**config.mk**
```make
export PLATFORM = sky130hd
export DESIGN_NAME = ps2_host_tx
export DESIGN_NICKNAME = d
export VERILOG_FILES = /design/src/rtl/ps2_pkg.sv /design/src/rtl/ps2_line_sync.sv /design/src/rtl/ps2_host_tx.sv
export SDC_FILE = /design/constraint.sdc
export NUM_CORES = 1
export LEC_CHECK = 0
export CAP_MARGIN = 20
export CORE_MARGIN = 2
export CORE_UTILIZATION = 25
export CTS_CLUSTER_DIAMETER = 40
export DETAILED_ROUTE_END_ITERATION = 6
export PLACE_DENSITY = 0.39
export SLEW_MARGIN = 10
export SYNTH_ARGS = -nofsm -noshare
export SYNTH_HDL_FRONTEND = slang
export SYNTH_HIERARCHICAL = 1
export SYNTH_SLANG_ARGS = --single-unit
```
**constraint.sdc**
```tcl
create_clock -name clock -period 2.7 [get_ports clock]
set_input_delay 0.27 -clock clock [delete_from_list [all_inputs] [get_ports clock]]
set_output_delay 0.27 -clock clock [all_outputs]
set_load 0.01 [all_outputs]
```
**src/rtl/ps2_pkg.sv**
```systemverilog
// Shared types and frame constants for the PS/2 host-side logic.
package ps2_pkg;

    typedef enum logic [2:0] {
        IDLE,
        INHIBIT,
        REQ,
        SHIFT,
        ACK,
        WAIT_IDLE
    } ps2_state_e;

    localparam int PS2_DATA_BITS = 8;
    localparam int PS2_STOP_EDGE = 10;
    localparam int PS2_ACK_EDGE  = 11;

    function automatic int max3(input int a, input int b, input int c);
        int m;
        m = (a > b) ? a : b;
        return (m > c) ? m : c;
    endfunction

endpackage

```
**src/rtl/ps2_line_sync.sv**
```systemverilog
// Two-flop synchronizer, stability filter and falling-edge detect for one
// open-drain PS/2 line. Idle bus level is high, so everything resets to 1.
module ps2_line_sync #(
    parameter int FILTER_CYCLES = 4
) (
    input  logic clk_i,
    input  logic rst_ni,
    input  logic pin_i,
    output logic level_o,
    output logic fall_o
);

    localparam int FW = (FILTER_CYCLES > 1) ? $clog2(FILTER_CYCLES) : 1;
    localparam logic [FW-1:0] CNT_LAST = FW'(FILTER_CYCLES - 1);

    logic          sync1_q;
    logic          sync2_q;
    logic          level_q;
    logic          fall_q;
    logic [FW-1:0] cnt_q;

    // A new level is taken only after FILTER_CYCLES consecutive differing samples.
    always_ff @(posedge clk_i or negedge rst_ni) begin
        if (!rst_ni) begin
            sync1_q <= 1'b1;
            sync2_q <= 1'b1;
            level_q <= 1'b1;
            fall_q  <= 1'b0;
            cnt_q   <= '0;
        end else begin
            sync1_q <= pin_i;
            sync2_q <= sync1_q;
            fall_q  <= 1'b0;
            if (sync2_q == level_q) begin
                cnt_q <= '0;
            end else if (cnt_q == CNT_LAST) begin
                level_q <= sync2_q;
                fall_q  <= ~sync2_q;
                cnt_q   <= '0;
            end else begin
                cnt_q <= cnt_q + FW'(1);
            end
        end
    end

    assign level_o = level_q;
    assign fall_o  = fall_q;

endmodule

```
**src/rtl/ps2_host_tx.sv**
```systemverilog
// Host-to-device PS/2 command transmitter; owns the bus while busy is high.
//
// state     | meaning
// IDLE      | waiting for tx_valid; lines released
// INHIBIT   | clock held low to abort any device activity
// REQ       | start bit driven, waiting for the first device clock fall
// SHIFT     | data, parity and stop bits updated after each clock fall
// ACK       | evaluate data level sampled at the eleventh fall
// WAIT_IDLE | waiting for both lines to return high
module ps2_host_tx
    import ps2_pkg::*;
#(
    parameter int INHIBIT_CYCLES       = 5000,
    parameter int START_TIMEOUT_CYCLES = 750000,
    parameter int FRAME_TIMEOUT_CYCLES = 100000,
    parameter int FILTER_CYCLES        = 4
) (
    input  logic       clock,
    input  logic       anti_reset,
    input  logic [7:0] tx_data,
    input  logic       tx_valid,
    output logic       tx_ready,
    input  logic       ps2_clk_in,
    input  logic       ps2_data_in,
    output logic       ps2_clk_oe,
    output logic       ps2_data_oe,
    output logic       busy,
    output logic       tx_done,
    output logic       tx_error
);

    localparam int CW = $clog2(max3(INHIBIT_CYCLES, START_TIMEOUT_CYCLES, FRAME_TIMEOUT_CYCLES));
    localparam logic [CW-1:0] INH_LOAD   = CW'(INHIBIT_CYCLES - 1);
    localparam logic [CW-1:0] START_LOAD = CW'(START_TIMEOUT_CYCLES - 1);
    localparam logic [CW-1:0] FRAME_LOAD = CW'(FRAME_TIMEOUT_CYCLES - 1);
    localparam logic [3:0]    LAST_DATA_E = 4'(PS2_DATA_BITS);
    localparam logic [3:0]    PARITY_E    = 4'(PS2_DATA_BITS + 1);
    localparam logic [3:0]    STOP_E      = 4'(PS2_STOP_EDGE);
    localparam logic [3:0]    ACK_E       = 4'(PS2_ACK_EDGE);

    logic clk_level, clk_fall, data_level, data_fall_unused;

    ps2_line_sync #(.FILTER_CYCLES(FILTER_CYCLES)) u_clk_sync (
        .clk_i   (clock),
        .rst_ni  (anti_reset),
        .pin_i   (ps2_clk_in),
        .level_o (clk_level),
        .fall_o  (clk_fall)
    );

    ps2_line_sync #(.FILTER_CYCLES(FILTER_CYCLES)) u_data_sync (
        .clk_i   (clock),
        .rst_ni  (anti_reset),
        .pin_i   (ps2_data_in),
        .level_o (data_level),
        .fall_o  (data_fall_unused)
    );

    ps2_state_e    state_q, state_d;
    logic [CW-1:0] cnt_q, cnt_d;
    logic [3:0]    edge_q, edge_d, edge_n;
    logic [7:0]    data_q, data_d;
    logic          par_q, par_d;
    logic          ack_q, ack_d;
    logic          ready_q, ready_d;
    logic          busy_q, busy_d;
    logic          clk_oe_q, clk_oe_d;
    logic          data_oe_q, data_oe_d;
    logic          done_q, done_d;
    logic          err_q, err_d;
    logic          fail;

    assign edge_n = (edge_q == ACK_E) ? ACK_E : edge_q + 4'd1;

    always_comb begin
        state_d   = state_q;
        cnt_d     = cnt_q;
        edge_d    = edge_q;
        data_d    = data_q;
        par_d     = par_q;
        ack_d     = ack_q;
        ready_d   = 1'b0;
        busy_d    = 1'b1;
        clk_oe_d  = 1'b0;
        data_oe_d = data_oe_q;
        done_d    = 1'b0;
        err_d     = 1'b0;
        fail      = 1'b0;

        case (state_q)
            IDLE: begin
                busy_d    = 1'b0;
                ready_d   = 1'b1;
                data_oe_d = 1'b0;
                if (tx_valid && ready_q) begin
                    data_d   = tx_data;
                    par_d    = ~^tx_data;
                    cnt_d    = INH_LOAD;
                    state_d  = INHIBIT;
                    clk_oe_d = 1'b1;
                    busy_d   = 1'b1;
                    ready_d  = 1'b0;
                end
            end
            INHIBIT: begin
                clk_oe_d  = 1'b1;
                data_oe_d = 1'b0;
                if (cnt_q == '0) begin
                    state_d   = REQ;
                    clk_oe_d  = 1'b0;
                    data_oe_d = 1'b1;
                    cnt_d     = START_LOAD;
                end else begin
                    cnt_d = cnt_q - CW'(1);
                end
            end
            REQ: begin
                if (clk_fall) begin
                    state_d   = SHIFT;
                    edge_d    = 4'd1;
                    cnt_d     = FRAME_LOAD;
                    data_oe_d = ~data_q[0];
                end else if (cnt_q == '0) begin
                    fail = 1'b1;
                end else begin
                    cnt_d = cnt_q - CW'(1);
                end
            end
            SHIFT: begin
                if (cnt_q == '0) begin
                    fail = 1'b1;
                end else begin
                    cnt_d = cnt_q - CW'(1);
                    if (clk_fall) begin
                        edge_d = edge_n;
                        if (edge_n <= LAST_DATA_E) begin
                            data_oe_d = ~data_q[edge_q[2:0]];
                        end else if (edge_n == PARITY_E) begin
                            data_oe_d = ~par_q;
                        end else if (edge_n == STOP_E) begin
                            data_oe_d = 1'b0;
                        end else begin
                            state_d   = ACK;
                            ack_d     = data_level;
                            data_oe_d = 1'b0;
                        end
                    end
                end
            end
            ACK: begin
                data_oe_d = 1'b0;
                if (cnt_q == '0 || ack_q) begin
                    fail = 1'b1;
                end else begin
                    cnt_d   = cnt_q - CW'(1);
                    state_d = WAIT_IDLE;
                end
            end
            WAIT_IDLE: begin
                data_oe_d = 1'b0;
                if (clk_level && data_level) begin
                    state_d = IDLE;
                    done_d  = 1'b1;
                    busy_d  = 1'b0;
                    cnt_d   = '0;
                    edge_d  = '0;
                end else if (cnt_q == '0) begin
                    fail = 1'b1;
                end else begin
                    cnt_d = cnt_q - CW'(1);
                end
            end
            default: begin
                state_d = IDLE;
                busy_d  = 1'b0;
            end
        endcase

        // Any timeout or missing ack releases the bus and reports immediately.
        if (fail) begin
            state_d   = IDLE;
            clk_oe_d  = 1'b0;
            data_oe_d = 1'b0;
            done_d    = 1'b1;
            err_d     = 1'b1;
            busy_d    = 1'b0;
            ready_d   = 1'b0;
            cnt_d     = '0;
            edge_d    = '0;
        end
    end

    always_ff @(posedge clock or negedge anti_reset) begin
        if (!anti_reset) begin
            state_q   <= IDLE;
            cnt_q     <= '0;
            edge_q    <= '0;
            data_q    <= '0;
            par_q     <= 1'b0;
            ack_q     <= 1'b0;
            ready_q   <= 1'b1;
            busy_q    <= 1'b0;
            clk_oe_q  <= 1'b0;
            data_oe_q <= 1'b0;
            done_q    <= 1'b0;
            err_q     <= 1'b0;
        end else begin
            state_q   <= state_d;
            cnt_q     <= cnt_d;
            edge_q    <= edge_d;
            data_q    <= data_d;
            par_q     <= par_d;
            ack_q     <= ack_d;
            ready_q   <= ready_d;
            busy_q    <= busy_d;
            clk_oe_q  <= clk_oe_d;
            data_oe_q <= data_oe_d;
            done_q    <= done_d;
            err_q     <= err_d;
        end
    end

    assign tx_ready    = ready_q;
    assign busy        = busy_q;
    assign ps2_clk_oe  = clk_oe_q;
    assign ps2_data_oe = data_oe_q;
    assign tx_done     = done_q;
    assign tx_error    = err_q;

endmodule

```
==> parameters.txt <==
Parameter                              Value

Floorplanning
  Number of core rows    42
  Number of I/O pins    19
  Die height    120 µm
  Horizontal die dimension    120 µm
  Effective utilization at floorplan    25.5%
  Floorplan Core Area    13200 µm²
  Area of the die    14400 µm²

Pwr
  Worst ir drop on vdd    0.230 mV
  Pint    0.00132 W
  Clock network fraction of design power    38.2%
  Leakage power figure    1.66 nW
  Switching pwr    0.000458 W
  Power Density    441 nW/µm²
  Sequential cell fraction of total power    51.7%
  Proportion of total power due to net switching    25.8%
  Part of the power in combinational logic    10.1%

STA
  Slew Viols, Final    0
  Final TNS setup    0 ps
  Slew Limit Headroom    67.5%
  Transition time at the pin with the least slew margin    486 ps
  Minimum setup slack in the final design    336 ps
  RSZ-0062 raised after global routing    false
  Worst clock skew    9.76 ps
  Minimum period implied by the final worst setup slack    2360 ps
  Tcrit/Tclk final    87.6%
  Maximum frequency from static timing analysis    423 MHz
  Final hold viol count    0
  # setup viols final    0

Yosys
  Post-synthesis net count    390
  YS warnings    6
  Post-Syn Instances    370
  Average instance area after synthesis    9.09 µm²
  Cell area after synthesis    3360 µm²

Worst setup path
  Crit path cell chain    inv_1 > ha_1 > nand2b_1 > nand3_1 > o311ai_1 > buf_4 > a21oi_1 > o211ai_1 > o2bb2ai_1
  Crit path max fanout    7
  Critical path capture point type    flip-flop
  Buf/Inv on CP    2
  CP Data Arrival Time    2580 ps
  Worst setup startpoint    edge_q[0]
  Worst EP required    2910 ps
  Cell type group with the largest total delay on the critical path    compound AO/OA/AOI/OAI gates
  Kind of critical path    flip-flop to flip-flop
  R2R Path Start    edge_q[0]
  Max stage delay cell, worst path    sky130_fd_sc_hd__dfrtp_1
  Delay of the slowest cell on the worst path    530 ps
  Critical Path Source Type    flip-flop

Detailed routing
  Average wire per cell in the routed design    16.4 µm
  First-iteration detailed-routing DRC count    177
  First-pass iteration count of the detailed router    4
  Antenna viol nets, final    0
  Drt drc    0
  Via-to-Cell Ratio    4.94
  Final wirelength    9540 µm
  Via Count    2866

Placed design
  Placed Cells    571
  Post-Place Worst Slack    294 ps
  Final HPWL DP    7140 µm
  Port buffer count    18
  Final weighted congestion of routability-driven global placement    0.852

Layout
  Fraction of final layout cells sized beyond drive strength 1    16.8%
  Final #Nets    423
  Total inserted antenna cells    0
  Post-Layout Cell Count    580
  Area overhead of the layout relative to synthesis    19.8%

GRT
  Number of antenna violations at the first check in global routing    0
  Largest net degree at the start of global routing    55
  Number of global-route vias before repair    2891
  Overflow left after global routing    0
  All-layer global routing usage    14.0%
  First-pass GRT wire length    15800 µm

Clock tree
  Resize count post-CTS    0
  Longest Clk Path Bufs    2
  Total clock buffers created by CTS    5
  Total number of H-tree levels    2
  CTS tree    yes
  Post-CTS setup repair buffer count    0
  Clock slew at reported path FFs    80 ps
  Clock network latency to the later pin of the worst-skew pair    300 ps
  Clock root cell    sky130_fd_sc_hd__clkbuf_16
  Clock Sinks    54
  Hold-fix buffers, CTS    1

Status
  Outcome    completed

Job
  Max cap viols    0

Min path
  Worst hold-check path type    flip-flop to flip-flop
  Startpoint of the tightest hold check path    u_data_sync/sync1_q
## routing by layer
layer / global-route usage, % / vias to the layer above / share of wire (%)
met5: 0 / - / 0
met4: 2.72 / 0 / 0.68
met3: 2.57 / 4 / 2.9
met2: 22.4 / 45 / 49
met1: 19.7 / 1396 / 48
li1: - / 1421 / -
## through the flow
step           hold WS [ps]  power, W  utilization (%)  cell area (µm²)
3_5_place_dp            297   0.00112             29.3             3860
2_1_floorplan         -25.6   0.00104                -             3360
3_3_place_gp            297   0.00111             29.3             3860
4_1_cts                 360   0.00181             30.5             4030
5_1_grt                 365   0.00189             30.5             4030
6_report                360   0.00177             30.5             4030
## final timing paths
path,end,slack [ps],cells after the start
min in group asynchronous,cnt_q[3],500,3
worst min-delay path,u_data_sync/sync2_q,360,0
max in group asynchronous,u_clk_sync/level_o,1900,3
worst max-delay path,state_q[0],340,9
worst min register to register,u_data_sync/sync2_q,360,0
worst max register to register,state_q[0],340,9
## sequential cells by signal, summed over array words and instances, names as in the netlist
| register | cells |
|---|---|
| par_q | 1 |
| state_q | 3 |
| tx_ready | 1 |
| u_data_sync/cnt_q | 2 |
| busy | 1 |
| u_data_sync/sync1_q | 1 |
| u_data_sync/sync2_q | 1 |
| u_clk_sync/sync2_q | 1 |
| ack_q | 1 |
| edge_q | 4 |
| cnt_q | 20 |
| data_q | 8 |
| u_clk_sync/cnt_q | 2 |
| tx_error | 1 |
| u_clk_sync/fall_o | 1 |
| u_clk_sync/level_o | 1 |
| ps2_data_oe | 1 |
| ps2_clk_oe | 1 |
| u_clk_sync/sync1_q | 1 |
| tx_done | 1 |
| u_data_sync/level_o | 1 |
## layout make-up
type                    count  area, µm²
clock buffers               5        125
multi-input cells         286       1870
flip-flops and latches     54       1360
well taps                 176        220
inverters                  13       48.8
repair buffers             43        378
clock inverters             3       26.3
fillers                  1393       9160
## power by group through the flow
stage          clock network [W]  registers, W  logic [W]
4_1_cts                 0.000708      0.000918   0.000185
6_report                0.000679      0.000917   0.000179
5_1_grt                 0.000753      0.000931   0.000204
3_5_place_dp                   0      0.000934   0.000182
3_3_place_gp                   0      0.000933   0.000181
2_1_floorplan                  0      0.000918   0.000120
## cell usage in the layout, fill, tap and decap left out, types with 3 or more instances in the layout
master / instances
sky130_fd_sc_hd__a21oi_1: 23
sky130_fd_sc_hd__a22o_1: 10
sky130_fd_sc_hd__a31oi_1: 4
sky130_fd_sc_hd__buf_4: 23
sky130_fd_sc_hd__clkbuf_16: 5
sky130_fd_sc_hd__clkdlybuf4s50_1: 17
sky130_fd_sc_hd__dfrtp_1: 47
sky130_fd_sc_hd__dfstp_2: 7
sky130_fd_sc_hd__ha_1: 7
sky130_fd_sc_hd__inv_1: 10
sky130_fd_sc_hd__inv_2: 3
sky130_fd_sc_hd__mux2_1: 3
sky130_fd_sc_hd__nand2_1: 48
sky130_fd_sc_hd__nand2b_1: 10
sky130_fd_sc_hd__nand3_1: 11
sky130_fd_sc_hd__nand4_1: 5
sky130_fd_sc_hd__nor2_1: 24
sky130_fd_sc_hd__nor2b_1: 6
sky130_fd_sc_hd__nor3_1: 11
sky130_fd_sc_hd__nor3_2: 4
sky130_fd_sc_hd__nor4_1: 4
sky130_fd_sc_hd__o21a_1: 3
sky130_fd_sc_hd__o21ai_0: 13
sky130_fd_sc_hd__o21ai_1: 10
sky130_fd_sc_hd__o22ai_1: 6
sky130_fd_sc_hd__o31ai_1: 10
sky130_fd_sc_hd__or3_1: 5
sky130_fd_sc_hd__xnor2_1: 10
Power figures use the tool's default switching activity.
